File: config.mk
export PLATFORM = sky130hd
export DESIGN_NAME = pip_stage_elastic
export DESIGN_NICKNAME = d
export VERILOG_FILES = /design/src/rtl/pip_stage_elastic.sv
export SDC_FILE = /design/constraint.sdc
export NUM_CORES = 1
export LEC_CHECK = 0
export CORE_MARGIN = 2
export CORE_UTILIZATION = 45
export CTS_CLUSTER_DIAMETER = 80
export DETAILED_ROUTE_END_ITERATION = 10
export MAX_ROUTING_LAYER = met4
export PLACE_DENSITY = 0.81
export SYNTH_ARGS = -nofsm -noshare
export SYNTH_HDL_FRONTEND = slang
export SYNTH_SLANG_ARGS = --single-unit
File: constraint.sdc
create_clock -name clk -period 2.65 [get_ports clk]
set_input_delay 0.3975 -clock clk [delete_from_list [all_inputs] [get_ports clk]]
set_output_delay 0.3975 -clock clk [all_outputs]
set_load 0.05 [all_outputs]
File: src/rtl/pip_stage_elastic.sv
// pip_stage_elastic
//   Elastic pipeline-stage register with a 2-entry skid buffer. It sits
//   between two pipeline stages. The caller packs the fields into in_data
//   and in_ctrl.
//   The main register M drives the outputs. The skid register S catches the
//   entry that arrives in the cycle after the downstream stage stalls.
//   in_ready comes straight from a flop, so there is no combinational path
//   from out_ready to in_ready.
//
// Ports
//   clk, rst          clock; synchronous active-high reset
//   flush             synchronous squash of every held entry
//   in_valid/in_ready upstream handshake
//   in_data/in_ctrl   upstream payload
//   out_valid/ready   downstream handshake
//   out_data/out_ctrl head payload; out_ctrl reads 0 while out_valid=0
//   occ               number of entries held (0..2)
//   stall_cnt         saturating count of cycles with out_valid & ~out_ready
//   bubble_cnt        saturating count of cycles with ~out_valid
module pip_stage_elastic #(
  parameter int DW    = 16,
  parameter int CW    = 5,
  parameter int CNT_W = 16
) (
  input  logic             clk,
  input  logic             rst,
  input  logic             flush,
  input  logic             in_valid,
  output logic             in_ready,
  input  logic [DW-1:0]    in_data,
  input  logic [CW-1:0]    in_ctrl,
  output logic             out_valid,
  input  logic             out_ready,
  output logic [DW-1:0]    out_data,
  output logic [CW-1:0]    out_ctrl,
  output logic [1:0]       occ,
  output logic [CNT_W-1:0] stall_cnt,
  output logic [CNT_W-1:0] bubble_cnt
);

  // State encoding is {s_v, m_v}, so the valid bits are plain state bits.
  typedef enum logic [1:0] {
    ST_EMPTY = 2'b00,
    ST_ONE   = 2'b01,
    ST_FULL  = 2'b11
  } state_t;

  localparam logic [CNT_W-1:0] CNT_MAX = '1;
  localparam logic [CNT_W-1:0] CNT_ONE = {{(CNT_W-1){1'b0}}, 1'b1};

  state_t           state_q, state_d;
  logic [DW-1:0]    m_data_q, m_data_d, s_data_q, s_data_d;
  logic [CW-1:0]    m_ctrl_q, m_ctrl_d, s_ctrl_q, s_ctrl_d;
  logic [CNT_W-1:0] stall_cnt_q, stall_cnt_d, bubble_cnt_q, bubble_cnt_d;

  logic m_v, s_v, in_fire, out_fire;

  assign m_v      = state_q[0];
  assign s_v      = state_q[1];
  assign in_ready = ~s_v;
  assign in_fire  = in_valid & in_ready;
  assign out_fire = m_v & out_ready;

  assign out_valid  = m_v;
  assign out_data   = m_data_q;
  assign out_ctrl   = m_ctrl_q & {CW{m_v}};  // a bubble presents as a NOP
  assign occ        = {1'b0, m_v} + {1'b0, s_v};
  assign stall_cnt  = stall_cnt_q;
  assign bubble_cnt = bubble_cnt_q;

  always_comb begin
    state_d  = state_q;
    m_data_d = m_data_q;
    m_ctrl_d = m_ctrl_q;
    s_data_d = s_data_q;
    s_ctrl_d = s_ctrl_q;

    if (flush) begin
      // Flush also discards an entry that is accepted in the same cycle.
      state_d  = ST_EMPTY;
      m_data_d = '0;
      m_ctrl_d = '0;
      s_data_d = '0;
      s_ctrl_d = '0;
    end else begin
      case (state_q)
        ST_EMPTY: begin
          if (in_fire) begin
            state_d  = ST_ONE;
            m_data_d = in_data;
            m_ctrl_d = in_ctrl;
          end
        end
        ST_ONE: begin
          if (in_fire && out_fire) begin
            m_data_d = in_data;
            m_ctrl_d = in_ctrl;
          end else if (in_fire) begin
            state_d  = ST_FULL;
            s_data_d = in_data;
            s_ctrl_d = in_ctrl;
          end else if (out_fire) begin
            state_d = ST_EMPTY;
          end
        end
        ST_FULL: begin
          // S holds its stale contents after it drains; s_v is what matters.
          if (out_fire) begin
            state_d  = ST_ONE;
            m_data_d = s_data_q;
            m_ctrl_d = s_ctrl_q;
          end
        end
        default: state_d = ST_EMPTY;
      endcase
    end
  end

  // The counters look at the state before the edge, flush cycles included.
  always_comb begin
    stall_cnt_d  = stall_cnt_q;
    bubble_cnt_d = bubble_cnt_q;
    if (m_v && !out_ready && (stall_cnt_q != CNT_MAX))
      stall_cnt_d = stall_cnt_q + CNT_ONE;
    if (!m_v && (bubble_cnt_q != CNT_MAX))
      bubble_cnt_d = bubble_cnt_q + CNT_ONE;
  end

  always_ff @(posedge clk) begin
    if (rst) begin
      state_q      <= ST_EMPTY;
      m_data_q     <= '0;
      m_ctrl_q     <= '0;
      s_data_q     <= '0;
      s_ctrl_q     <= '0;
      stall_cnt_q  <= '0;
      bubble_cnt_q <= '0;
    end else begin
      state_q      <= state_d;
      m_data_q     <= m_data_d;
      m_ctrl_q     <= m_ctrl_d;
      s_data_q     <= s_data_d;
      s_ctrl_q     <= s_ctrl_d;
      stall_cnt_q  <= stall_cnt_d;
      bubble_cnt_q <= bubble_cnt_d;
    end
  end

endmodule

After elaboration in Yosys (flattened, before gate mapping)
Cells that the tools add are included.

cells by class
  $lt $le $gt $ge = 0
  shift-type cells = 0
  multiplexer cells = 14
  divide/modulo/power cells = 0
  bitwise logic cells = 5
  multiply operators = 0
  reductions and logical operators = 12
  equal/unequal tests = 9
  $add $sub $neg = 3

operator list
  operator                                              number
  2-to-1 mux 16 bit                                     3
  case mux 16 bit (3 select lines)                      1
  adder 16 x 1 -> 16 bit (second input constant)        2
  inequality test 16 bit (second input constant)        2
  2-to-1 mux 5 bit                                      3
  case mux 5 bit (3 select lines)                       1
  2-to-1 mux 2 bit                                      5
  inequality test 2 bit (second input constant)         4
  AND reduction 4 bit                                   2
  case mux 2 bit (3 select lines)                       1
  bitwise AND 5 bit                                     1
  logical AND 1 bit                                     4
  inequality test 3 bit (second input constant)         1
  AND reduction 3 bit                                   1
  nonzero test 3 bit                                    1
  adder 1 x 1 -> 2 bit                                  1
  bitwise AND 1 bit                                     2
  equality test 2 x 1 -> 1 bit (second input constant)  1
  equality test 2 bit (second input constant)           1
  logical NOT 1 bit                                     2
  logical NOT 2 bit                                     1
  NOT 1 bit                                             2
  OR reduction 2 bit                                    1

storage, ports and cells
  memories kept = 0
  memory bits (read-only) = 0
  RAM bits = 0
  latch bits = 0
  bits of input ports = 26
  output and inout port bits = 57
  flip-flop bits (word level) = 76
  word-level logic and storage cells = 50

Logic depth before layout (Yosys ltp)
Gate-level depths: netlist (run 1).

  word-level depth = 5
  gate-level depth with buffers = 9
  depth with buffers taken out = 7

Worst setup path after synthesis (run 1)
OpenSTA, ideal clock, no wires.

  path kind = reg-to-reg
  from = register state_q[0]
  to = register m_data_q[0] (netlist: out_data[0])
  period minus slack after synthesis = 2590 ps
  buffers on the path = 2
  data arrival time = 2505 ps
  required time = 2564 ps
  stages on the path, launching flop included = 10
  slack = 60 ps
  setup time = 86 ps
  cells stage by stage = dfxtp_1 > clkbuf_1 > inv_1 > ha_1 > nor2_1 > a41oi_1 > nor2_2 > buf_4 > nor2_1 > a211oi_1

on the way
  longest elaborated chain between the ends = 4
  elaborated cells on any way between the ends = 11
  those cells by class = eq/ne: 5; mux: 1; bitwise: 1; reduce/logical: 4

RTL lines
  what                             RTL line  text
  from (decl)                      51        state_t state_q, state_d;
  from (signal assigned)           139       state_q <= state_d;
  bitwise AND 1 bit                62        assign out_fire = m_v & out_ready;
  logical AND 1 bit                95        if (in_fire && out_fire) begin
  inequality test 2 bit (no line)  --
  AND reduction 4 bit (no line)    --
  to (signal assigned)             140       m_data_q <= m_data_d;
  to (decl)                        52        logic [DW-1:0] m_data_q, m_data_d, s_data_q, s_data_d;

Several ways; a longest one is shown, not always the timed one.
A chain may end at the register's enable or synchronous reset.

Final worst setup path (run 1)
  from = register state_q[0]
  to = output out_valid

RTL lines
  what       RTL line  text
  to (decl)  32        output logic out_valid,

No word-level cell between the ends.

==> results of run 1 <==
==> per-layer routing <==
metal	vias up	share of wire (%)
met4	0	1.2
met3	13	4.0
li1	1540	-
met5	-	0
met1	1418	47
met2	83	48
==> how the worst min path moves through the flow <==
stage                     start     endpoint  cells after the start
floorplan           s_ctrl_q[0]  s_ctrl_q[0]                      2
global placement    s_ctrl_q[2]  s_ctrl_q[2]                      2
detailed placement  s_data_q[7]  s_data_q[7]                      2
CTS                 s_data_q[7]  s_data_q[7]                      2
global route        s_data_q[9]  s_data_q[9]                      2
finish              s_ctrl_q[2]  s_ctrl_q[2]                      2
==> critical path, cell delays in order (launching register included) <==
cell	delay, ns
dfxtp_1	0.58
buf_4	0.24
clkdlybuf4s50_1	0.81
==> state kept, by name, summed over array words and instances, names as in the netlist <==
name / cells
s_data_q: 16
state_q: 2
s_ctrl_q: 5
bubble_cnt: 16
m_ctrl_q: 5
out_data: 16
stall_cnt: 16
==> cell type report <==
cell class | count | share of cell area (%)
clock buffer | 11 | 3.08
clock inverter | 5 | 0.817
inverter | 6 | 0.490
multi-input combinational | 291 | 40.3
sequential | 76 | 33.1
tap | 102 | 2.78
timing repair buffer | 89 | 19.4
==> through the flow <==
stage	instances	power [mW]	worst slack, ns	utilization, %	hold slack (ns)
after floorplan	394	1.44	0.0599	-	0.436
after global placement	564	1.56	0.475	58.0	0.441
after detailed placement	564	1.57	0.440	58.0	0.447
after CTS	580	2.36	0.246	60.4	0.458
after global routing	580	2.44	0.191	60.4	0.477
final	580	2.34	0.280	60.4	0.458
==> placed cells by master, fill, tap and decap left out, types with 2 or more instances in the layout <==
cell type	n
buf_12	2
clkinvlp_4	2
or2_2	2
ha_1	7
xor2_1	9
o21ai_0	6
clkbuf_8	10
and2_1	6
or4_4	2
nor3_1	8
a21oi_1	29
nand4b_1	3
nand3_1	11
nor4_1	3
and4b_1	2
nand4_2	3
clkdlybuf4s50_1	80
nand4_4	2
inv_1	6
a211oi_1	22
clkinv_4	2
or3_1	2
and3_1	2
mux2i_1	23
dfxtp_1	76
nand3b_1	2
nor2_1	55
a311oi_1	2
buf_4	7
xnor2_1	11
nand2_1	56
a31oi_1	3
nor4_4	2
==> power breakdown <==
part / internal (mW) / switching, mW
registers: 1.17 / 0.0248
logic: 0.132 / 0.212
clock network: 0.367 / 0.430
total: 1.67 / 0.667
==> cell families (layout without fill, tap and decap cells) <==
family                     after synthesis  after routing  share of synthesized area [%]
AOI/OAI and AO/OA                       70             70                           12.9
xor gates and xnor gates                20             20                           5.03
adders and majority gates                7              7                           2.52
buffers and inverters                   27            111                           3.24
DFF                                     76             76                           43.7
muxes                                   23             23                           6.62
and+or+nand+nor                        171            171                           25.9
==> results_dict.tcl, run 1 <==
set metrics [dict create \
    status "complete, no violations" \
    finalInstanceArea_um2 4590 \
    setup.reg_to_reg.worst_slack_ns 0.62 \
    yosys.cell_count.top_type "dfxtp_1" \
    r2r_cells 8 \
    postSynthNetCount 427 \
    ys_seq_elements 76 \
    synth_ff_type "dfxtp_1" \
    worst_setup_path_start_kind "flop" \
    aggregate_routed_wire_length_mm 7.71 \
    post_cts_hold_buffer_count 0 \
    ctsHtreeMaxLevel 3 \
    clock_tree.root_cell "clkbuf_8" \
    design.core.area_um2 7610 \
    clkSlewWorstSetupHoldPaths_ns 0.08 \
    clk_latency_ns 0.35 \
    final.min_clock_period_ns 2.37 \
    finalNetCount 506 \
    synth.cells.most_frequent "dfxtp_1 (76), nand2_1 (56), nor2_1 (55), a21oi_1 (29), mux2i_1 (23)" \
    power_density_nw_per_um2 509 \
    syn_area_per_cell_um2 8.83 \
    die_height_um 91.9 \
    syn-cell-area_um2 3480 \
    vias_after_detailed_routing 3054 \
    min_period_over_period_pct 89.4 \
    viasPerCell 5.27 \
    largest_net_degree_at_the_start_of_global_routing 45 \
    multi_input_area_um2 1850 \
    cts_tree "built" \
    fillCellCount 664 \
    drv_slew 0 \
    drv_cap 0 \
    post_drt_wl_per_cell_um 13.3 \
    yosys.cell_types.count 48 \
    ys_warn_count 0 \
    async_flop_share_pct 0 \
    post_route_cells_drive_above_1_share_pct 8.79 \
    worst_r2r_end "out_data[1]" \
    use_met1_pct 23.5 \
    netlist.top_cell.by_area "dfxtp_1" \
    setup-violations-final 0 \
    grt_pass1_wl_mm 12.7 \
    globalRouteOverflowTotal 0 \
    first_global_vias 2824 \
    diodes 0 \
    rows 32 \
    top_level_ports 83 \
    critPathCaptureType "output pin" \
    portBuffers 82 \
    timing.fmax_mhz 422 \
    worst-endpoint-arrival_ns 1.97 \
    crit-reg2reg-launch "state_q[0]" \
    critical_path.endpoint "out_valid" \
    drc 0 \
    unrepaired_setup_endpoints_after_global_routing "no" \
    grt_antenna_before_repair 0 \
    tns_ns 0 \
    synth_edf_count 0 \
    synthDominantCellAreaShare_pct 43.7 \
    crit_path_max_fanout 13 \
    critPathLaunch "state_q[0]" \
    area_delta_synth_final_pct 32.0 \
    dp_hpwl_mm 5.24 \
    drtPass1Iterations 4 \
    initial_utilization_pct 45.7 \
    globalplace.congestion 0.870 \
    cts-resized-gates 0 \
    total_leakage_power_nw 1.58 \
    hp-class "flop to flop" \
    cts.path.max_buffers 2 \
    placement.cell_area_um2 4420 \
    critical_path_class "flop to output pin" \
    ant_nets 0 \
    grt.met2_usage_pct 31.4 \
    global_routing_s_busiest_layer "met2" \
    irDropWorstVdd_mv 0.275 \
    cells_after_synthesis 394 \
    fp.dieArea_um2 8450 \
    sequential_standard_cell_area_um2 1520 \
    use_met3_pct 3.37 \
    number_of_buffers_created_by_cts 9 \
    dominant_cells_by_area_after_synthesis "dfxtp_1 (44%), mux2i_1 (6.6%), nand2_1 (6.0%)" \
    grtUsageTotal_pct 19.1 \
    detailedRoute.firstIterationViolations 88 \
    finClkSkew_ns 0.00780 \
    worst-slew-pin-transition_ns 0.844 \
    numClockSinks 76 \
    ys_seq_area_share_pct 43.7 \
    die_wd_um 91.9 \
    worst_ep_required_time_ns 2.25 \
    post_cts.repair.setup_buffers 0 \
    timing.max_slew.rel_slack_pct 43.7 \
    final_hold_viol_count 0 \
]
Power figures use the tool's default switching activity.
==> run 2, diff against run 1 <==
Settings changed: CAP_MARGIN set to 40.
==> results of run 2 <==
The final DEF is identical to that of run 1; final timing and power are the same.
==> run 3, diff against run 2 <==
Settings changed: SETUP_SLACK_MARGIN set to 0.5.
==> results_dict.tcl, run 3 (synthesis results as in run 1) <==
set metrics [dict create \
    rows 32 \
    critical_path_buf_inv_count 1 \
    crit_path_max_incr_delay_ns 0.86 \
    diodes 0 \
    globalRouteOverflowTotal 0 \
    post_cts_hold_buffer_count 0 \
    fillCellCount 654 \
    worst_setup_path_start_kind "flop" \
    power_density_nw_per_um2 530 \
    largest_net_degree_at_the_start_of_global_routing 45 \
    hp-class "flop to flop" \
    irDropWorstVdd_mv 0.285 \
    aggregate_routed_wire_length_mm 7.72 \
    clock_tree.root_cell "clkbuf_8" \
    area_delta_synth_final_pct 32.4 \
    layout.cells.most_common "dfxtp_1" \
    finalNetCount 504 \
    drv_slew 0 \
    unrepaired_setup_endpoints_after_global_routing "no" \
    number_of_buffers_created_by_cts 9 \
    grt_pass1_wl_mm 12.6 \
    critical_path_class "flop to output pin" \
    drtPass1Iterations 4 \
    finClkSkew_ns 0.00715 \
    timing.fmax_mhz 479 \
    vias_after_detailed_routing 3060 \
    min_period_over_period_pct 78.8 \
    first_global_vias 2771 \
    dp_hpwl_mm 5.22 \
    routed-wl-met3_um 371 \
    cells_along_the_critical_path "clkdlybuf4s50_1" \
    viasPerCell 5.29 \
    most-common-layout-cells "dfxtp_1 (75), clkdlybuf4s50_1 (74), nand2_1 (56)" \
    ant_nets 0 \
    die_height_um 91.9 \
    met2_length_mm 3.64 \
    worst_ep_required_time_ns 2.25 \
    routedLengthMet1_mm 3.57 \
    setup-violations-final 0 \
    total_leakage_power_nw 1.63 \
    globalplace.congestion 0.887 \
    cts_tree "built" \
    final.min_clock_period_ns 2.09 \
    clk_latency_ns 0.35 \
    ctsHtreeMaxLevel 3 \
    numClockSinks 76 \
    critPathCaptureType "output pin" \
    status "complete, no violations" \
    detailedRoute.firstIterationViolations 95 \
    crit_family "buffers and inverters" \
    crit_path_max_fanout 8 \
    timing.max_slew.rel_slack_pct 42.8 \
    portBuffers 82 \
    grtUsageTotal_pct 19.2 \
    design.core.area_um2 7610 \
    cts.path.max_buffers 2 \
    post_drt_wl_per_cell_um 13.4 \
    post_route_cells_drive_above_1_share_pct 9.03 \
    setup.reg_to_reg.worst_slack_ns 0.79 \
    drc 0 \
    final_hold_viol_count 0 \
    critical_path.slowest_cell "clkdlybuf4s50_1" \
    initial_utilization_pct 45.7 \
    worst-slew-pin-transition_ns 0.859 \
    fp.dieArea_um2 8450 \
    tns_ns 0 \
    clkSlewWorstSetupHoldPaths_ns 0.07 \
    route.top_layer_used "met4" \
    final_core_utilization_pct 60.6 \
    drv_cap 0 \
    grt_antenna_before_repair 0 \
    worst-endpoint-arrival_ns 1.69 \
    top_level_ports 83 \
    die_wd_um 91.9 \
]
[run 3: cell types whose count changed in the layout (fill, tap and decap cells not counted), moves of 2 or more]
cell / delta
dlygate4sd2_1: +5
clkinv_4: -2
buf_4: -4
ha_2: +2
clkdlybuf4s50_1: -6
ha_1: -2
clkinvlp_4: -2
[run 3: repair_timing]
action,CTS,global route
buffers inserted,0,0
resized for setup,8,4
setup endpoints to repair,6,3
[run 3: routing by layer]
layer | track usage, % | vias to the layer above
met1 | 22.7 | 1423
li1 | - | 1541
met5 | - | -
met3 | 4.52 | 12
met2 | 31.3 | 84
met4 | 8.46 | 0
[run 3: final timing paths]
kind,from,endpoint,depth (start not counted)
worst max-delay path,stall_cnt[14],stall_cnt[14],1
worst min-delay path,s_ctrl_q[2],s_ctrl_q[2],2
worst max register to register,stall_cnt[0],stall_cnt[14],6
worst min register to register,s_ctrl_q[2],s_ctrl_q[2],2
[run 3: power breakdown]
| group | total (mW) | switching [mW] | internal [mW] |
|---|---|---|---|
| clock network | 0.907 | 0.422 | 0.485 |
| logic | 0.339 | 0.209 | 0.130 |
| registers | 1.20 | 0.0264 | 1.17 |
[run 3: cell type report]
class	instances	area, µm²	area share (%)
Timing Repair Buffer	87	876	19.0
Tap cell	102	128	2.77
Clock buffer	12	155	3.37
Clock inverter	4	46.3	1.00
Multi-Input combinational cell	291	1860	40.3
Sequential cell	76	1530	33.1
Inverter	6	22.5	0.489
[run 3: metrics by stage]
stage | setup slack [ns] | hold WS [ns] | total power, mW | std cells | area (µm²)
finish | 0.562 | 0.456 | 2.44 | 578 | 4610
global route | 0.507 | 0.472 | 2.53 | 578 | 4610
CTS | 0.534 | 0.458 | 2.47 | 578 | 4610
detailed placement | 0.460 | 0.447 | 1.57 | 562 | 4410
global placement | 0.489 | 0.441 | 1.56 | 562 | 4410
floorplan | 0.552 | 0.436 | 1.44 | 394 | 3490
